### src/rtl/stim_sequencer.sv
// Table-driven stimulus player: steps of {sw, btn, hold} driven for hold+1 cycles.
// Ports: CLK50MHZ/RST, WR_* table write, LEN/START/ABORT/LOOP control, SW/BTN/STEP_IDX/BUSY/DONE out.
module stim_sequencer #(
  parameter int SW_W   = 4,
  parameter int BTN_N  = 2,
  parameter int DEPTH  = 16,
  parameter int HOLD_W = 16,
  localparam int AW    = $clog2(DEPTH),
  localparam int DW    = SW_W + BTN_N + HOLD_W
) (
  input  logic             CLK50MHZ,
  input  logic             RST,
  input  logic             WR_EN,
  input  logic [AW-1:0]    WR_ADDR,
  input  logic [DW-1:0]    WR_DATA,
  input  logic [AW:0]      LEN,
  input  logic             START,
  input  logic             ABORT,
  input  logic             LOOP,
  output logic [SW_W-1:0]  SW,
  output logic [BTN_N-1:0] BTN,
  output logic [AW-1:0]    STEP_IDX,
  output logic             BUSY,
  output logic             DONE
);

  typedef enum logic {IDLE, PLAY} state_t;

  localparam logic [AW:0] DLEN = (AW+1)'(DEPTH);

  state_t            state;
  logic [DW-1:0]     tbl [DEPTH];
  logic [HOLD_W-1:0] cnt;
  logic [AW:0]       len_r;
  logic [AW:0]       l_eff;
  logic              last;
  logic [AW-1:0]     nxt_idx;
  logic [DW-1:0]     nxt;

  assign l_eff   = (LEN > DLEN) ? DLEN : LEN;
  assign last    = ({1'b0, STEP_IDX} + (AW+1)'(1)) == len_r;
  // Entry is fetched only at load time so late table rewrites still apply.
  assign nxt_idx = (state == IDLE || last) ? '0 : STEP_IDX + AW'(1);
  assign nxt     = tbl[nxt_idx];

  always_ff @(posedge CLK50MHZ) begin
    if (WR_EN && ({1'b0, WR_ADDR} < DLEN))
      tbl[WR_ADDR] <= WR_DATA;
  end

  always_ff @(posedge CLK50MHZ or negedge RST) begin
    if (!RST) begin
      state    <= IDLE;
      SW       <= '0;
      BTN      <= '0;
      STEP_IDX <= '0;
      BUSY     <= 1'b0;
      DONE     <= 1'b0;
      cnt      <= '0;
      len_r    <= '0;
    end else begin
      DONE <= 1'b0;
      if (ABORT) begin
        state    <= IDLE;
        SW       <= '0;
        BTN      <= '0;
        STEP_IDX <= '0;
        BUSY     <= 1'b0;
        cnt      <= '0;
      end else begin
        unique case (state)
          IDLE: begin
            if (START && l_eff != '0) begin
              state    <= PLAY;
              len_r    <= l_eff;
              BUSY     <= 1'b1;
              SW       <= nxt[DW-1 -: SW_W];
              BTN      <= nxt[HOLD_W +: BTN_N];
              cnt      <= nxt[HOLD_W-1:0];
              STEP_IDX <= nxt_idx;
            end
          end
          PLAY: begin
            if (cnt != '0) begin
              cnt <= cnt - HOLD_W'(1);
            end else if (last && !LOOP) begin
              state    <= IDLE;
              SW       <= '0;
              BTN      <= '0;
              STEP_IDX <= '0;
              BUSY     <= 1'b0;
              DONE     <= 1'b1;
            end else begin
              SW       <= nxt[DW-1 -: SW_W];
              BTN      <= nxt[HOLD_W +: BTN_N];
              cnt      <= nxt[HOLD_W-1:0];
              STEP_IDX <= nxt_idx;
            end
          end
          default: state <= IDLE;
        endcase
      end
    end
  end

endmodule

### config.mk
export PLATFORM = sky130hd
export DESIGN_NAME = stim_sequencer
export DESIGN_NICKNAME = d
export VERILOG_FILES = /design/src/rtl/stim_sequencer.sv
export SDC_FILE = /design/constraint.sdc
export NUM_CORES = 1
export LEC_CHECK = 0
export ABC_AREA = 0
export CORE_ASPECT_RATIO = 0.75
export CORE_UTILIZATION = 39
export DETAILED_ROUTE_END_ITERATION = 10
export GPL_TIMING_DRIVEN = 0
export HOLD_SLACK_MARGIN = 0.03
export SYNTH_ARGS = -nofsm -noshare
export SYNTH_HDL_FRONTEND = slang
export SYNTH_SLANG_ARGS = --single-unit
### constraint.sdc
create_clock -name CLK50MHZ -period 3.4 [get_ports CLK50MHZ]
set_input_delay 0.68 -clock CLK50MHZ [delete_from_list [all_inputs] [get_ports CLK50MHZ]]
set_output_delay 0.68 -clock CLK50MHZ [all_outputs]
set_load 0.005 [all_outputs]
==> impl_metrics.tcl <==
set metrics [dict create \
    status "complete, but fails checks" \
    violations "design-rule violations" \
    p_seq_share_pct 50.8 \
    nFillCells 3420 \
    tightest_slew_ns 1.02 \
    post-place-cells 1699 \
    skew_ns 0.0166 \
    cts.sinks 386 \
    grt_overflow_total 0 \
    r2r-end "cnt[5]$_DFFE_PN0P_" \
    grt_start_max_net_pins 32 \
    fin_ws_ns 0.0915 \
    postRouteAntennaNets 0 \
    syn_area_per_cell_um2 14.2 \
    power.switching_mw 2.60 \
    core_mm2 0.0396 \
    clk_pin_slew_ns 0.06 \
    p_int_mw 8.14 \
    start_util_pct 39.7 \
    die_h_um 176 \
    startpoint_type "register" \
    ios 49 \
    yosys.area.top_type "edfxtp_1" \
    drt_iter0_markers 1612 \
    power.density_mw_per_mm2 567 \
    grt_pass1_vias 10100 \
    synth_edf_count 352 \
    setup_tns_ns 0 \
    grt_pass1_wl_um 70700 \
    drt-pass1-iter-count 9 \
    syn2layout_area_growth_pct 20.2 \
    detail_route.wl_per_cell_um 28.0 \
    drc 4 \
    clock_path_buffers 3 \
    synth_seq_cells 386 \
    relSlewSlack_pct 31.9 \
    cts_max_level 2 \
    critPathCaptureType "register" \
    finalCriticalPeriod_ns 3.31 \
    drive_gt1_share_pct 15.2 \
    grt.total_usage_pct 24.3 \
    num_vias 10800 \
    setup_viol 0 \
    hp-class "in2async" \
    rrSetupSlack_ns 0.09 \
    avgViaCountPerCell 6.04 \
    ys_warn_count 0 \
    maxCapViolations 0 \
    fin_area_mm2 0.0189 \
    hpwl_um 32500 \
    place_ws_ns -0.896 \
    synth_flop_cell "edfxtp_1" \
    pwr-share-clk_pct 39.8 \
    die_w_um 234 \
    ys_seq_area_share_pct 72.5 \
    nets 1271 \
    yosysTopAreaCellShare_pct 67.1 \
    root_buffer "clkbuf_16" \
    fmax_mhz 302 \
    pwr-share-comb_pct 9.4 \
    wl_um 49800 \
    switching_share_pct 24.2 \
    synth_nets 1151 \
    path_max_fanout 10 \
    die_area_mm2 0.0412 \
    placed_area_mm2 0.0173 \
    antenna_found_initial 0 \
    critPathKind "reg2reg" \
    r2r_cells 12 \
    rsz0062_at_grt "no" \
    synthArstFlopShare_pct 8.81 \
    leakagePower_nw 6.18 \
    yosysMostFrequentCell "edfxtp_1" \
    period_share_pct 97.3 \
    clk_latency_ns 0.56 \
    antenna_cells 0 \
    hold_viol_final 0 \
    ys_top_cells_by_count "352 x edfxtp_1, 170 x nand2_1, 59 x a21oi_1, 58 x mux2i_1, 55 x nor2_1" \
    synth.distinct_cells 74 \
    instances_no_fill 1780 \
    cts_tree "built" \
    syn_area_mm2 0.0158 \
    synthTopCellsByArea "edfxtp_1 67%, dfrtp_1 5.4%, nand2_1 4.1%" \
    gp_congestion 0.956 \
    io_buffers 48 \
    vdd_drop_max_mv 0.331 \
    regArea_mm2 0.0114 \
    arrival_ns 3.71 \
    rr_startpoint "STEP_IDX[1]$_DFFE_PN0P_" \
    utilization_pct 47.8 \
    synth_cells 1111 \
    cp.required_ns 3.80 \
    cts_buffers 39 \
    multi_input_area_mm2 0.00430 \
    slew_violations 0 \
    num_rows 63 \
]
==> layer usage <==
layer  vias to the layer above  track usage [%]  part of all wire [%]
met2                       689             32.8                    40
li1                       4583                -                     -
met4                         2             6.95                   2.7
met3                        89             7.62                    13
met5                         -                0                  0.24
met1                      5397             37.0                    44
==> registers in the layout (all words and copies together), names as in the netlist <==
register / cells
BTN: 2
BUSY: 1
DONE: 1
STEP_IDX: 4
SW: 4
cnt: 16
len_r: 5
state: 1
tbl: 352
==> how the worst max path moves through the flow <==
stage,start,endpoint,slack (ns),depth (start not counted)
final,STEP_IDX[1]$_DFFE_PN0P_,cnt[5]$_DFFE_PN0P_,0.09,12
after global routing,STEP_IDX[0]$_DFFE_PN0P_,cnt[12]$_DFFE_PN0P_,0.007,10
after CTS,STEP_IDX[1]$_DFFE_PN0P_,cnt[12]$_DFFE_PN0P_,0.005,9
after detailed placement,STEP_IDX[1]$_DFFE_PN0P_,BTN[1]$_DFFE_PN0P_,-0.90,9
after global placement,WR_EN,tbl[12][7]$_DFFE_PP_,-2.59,3
after floorplan,WR_ADDR[2],tbl[0][0]$_DFFE_PP_,0.24,2
==> layout make-up <==
class                      instances  area share, %
clock inverter                    13          0.852
clock buffer                      57           5.73
buffer                            60           1.86
tap                              520           3.44
multi-input combinational        657           22.7
sequential                       386           60.3
timing repair buffer              78           4.92
inverter                           9          0.178
==> metrics by stage <==
| stage | hold WS, ns | total power, mW |
|---|---|---|
| detailed placement | 0.500 | 6.46 |
| CTS | 0.486 | 10.7 |
| finish | 0.482 | 10.7 |
| global route | 0.495 | 11.0 |
| floorplan | 0.384 | 6.01 |
| global placement | 0.502 | 6.43 |
==> worst max-delay path: stages, from the launching register on <==
cell      delay, ns
dfrtp_1        0.46
ha_4           0.36
xor2_4         0.25
a211oi_4       0.10
buf_4          0.17
a31oi_4        0.18
buf_12         0.16
buf_4          0.20
nand2_1        0.19
o221ai_1       0.26
o22ai_1        0.13
a222oi_1       0.56
o21ai_0        0.15
==> power by group through the flow <==
stage | combinational (mW) | sequential, mW | clock (mW)
after floorplan | 0.499 | 5.51 | 0
after CTS | 0.958 | 5.45 | 4.29
after global placement | 0.882 | 5.54 | 0
final | 1.01 | 5.46 | 4.27
after detailed placement | 0.920 | 5.54 | 0
after global routing | 1.07 | 5.47 | 4.47
==> cells in the final DEF, fill, tap and decap left out, drive strengths merged, types with 4 or more instances in the layout <==
cell,synthesis,final
edfxtp,352,352
nor3,17,17
o31ai,6,6
a32oi,21,21
nor4,13,13
dfrtp,34,34
xnor2,5,5
clkbuf,22,86
a21oi,59,59
nor2,56,56
nand2,170,170
inv,8,10
clkinv,1,8
nand3,34,34
o221ai,20,20
a221oi,13,13
o311ai,8,8
nand3b,9,9
or4,6,6
clkdlybuf4s50,0,47
a22oi,5,5
o21ai,43,43
buf,38,58
a211oi,6,7
and3,6,6
xor2,4,4
a41oi,4,4
nand2b,5,5
o211ai,7,7
o22ai,15,15
mux2i,58,58
a31oi,12,12
or3,5,5
mux2,9,9
==> kinds of logic after synthesis <==
logic type	count (synthesis)	synth area share (%)
compound gates	243	10.7
xor+xnor	9	0.548
fa+ha+maj	3	0.238
buf+inv	69	1.99
flops	386	72.5
mux	67	4.33
simple gates	334	9.74
==> timing repair <==
action | CTS | global route
pin swaps | 4 | 5
gates cloned | 1 | 0
buffers inserted | 5 | 4
hold buffers | 1 | 0
endpoints found under the hold margin | 3 | 0
resized for setup | 41 | 29
setup endpoints to repair | 22 | 22
Power figures use the tool's default switching activity.
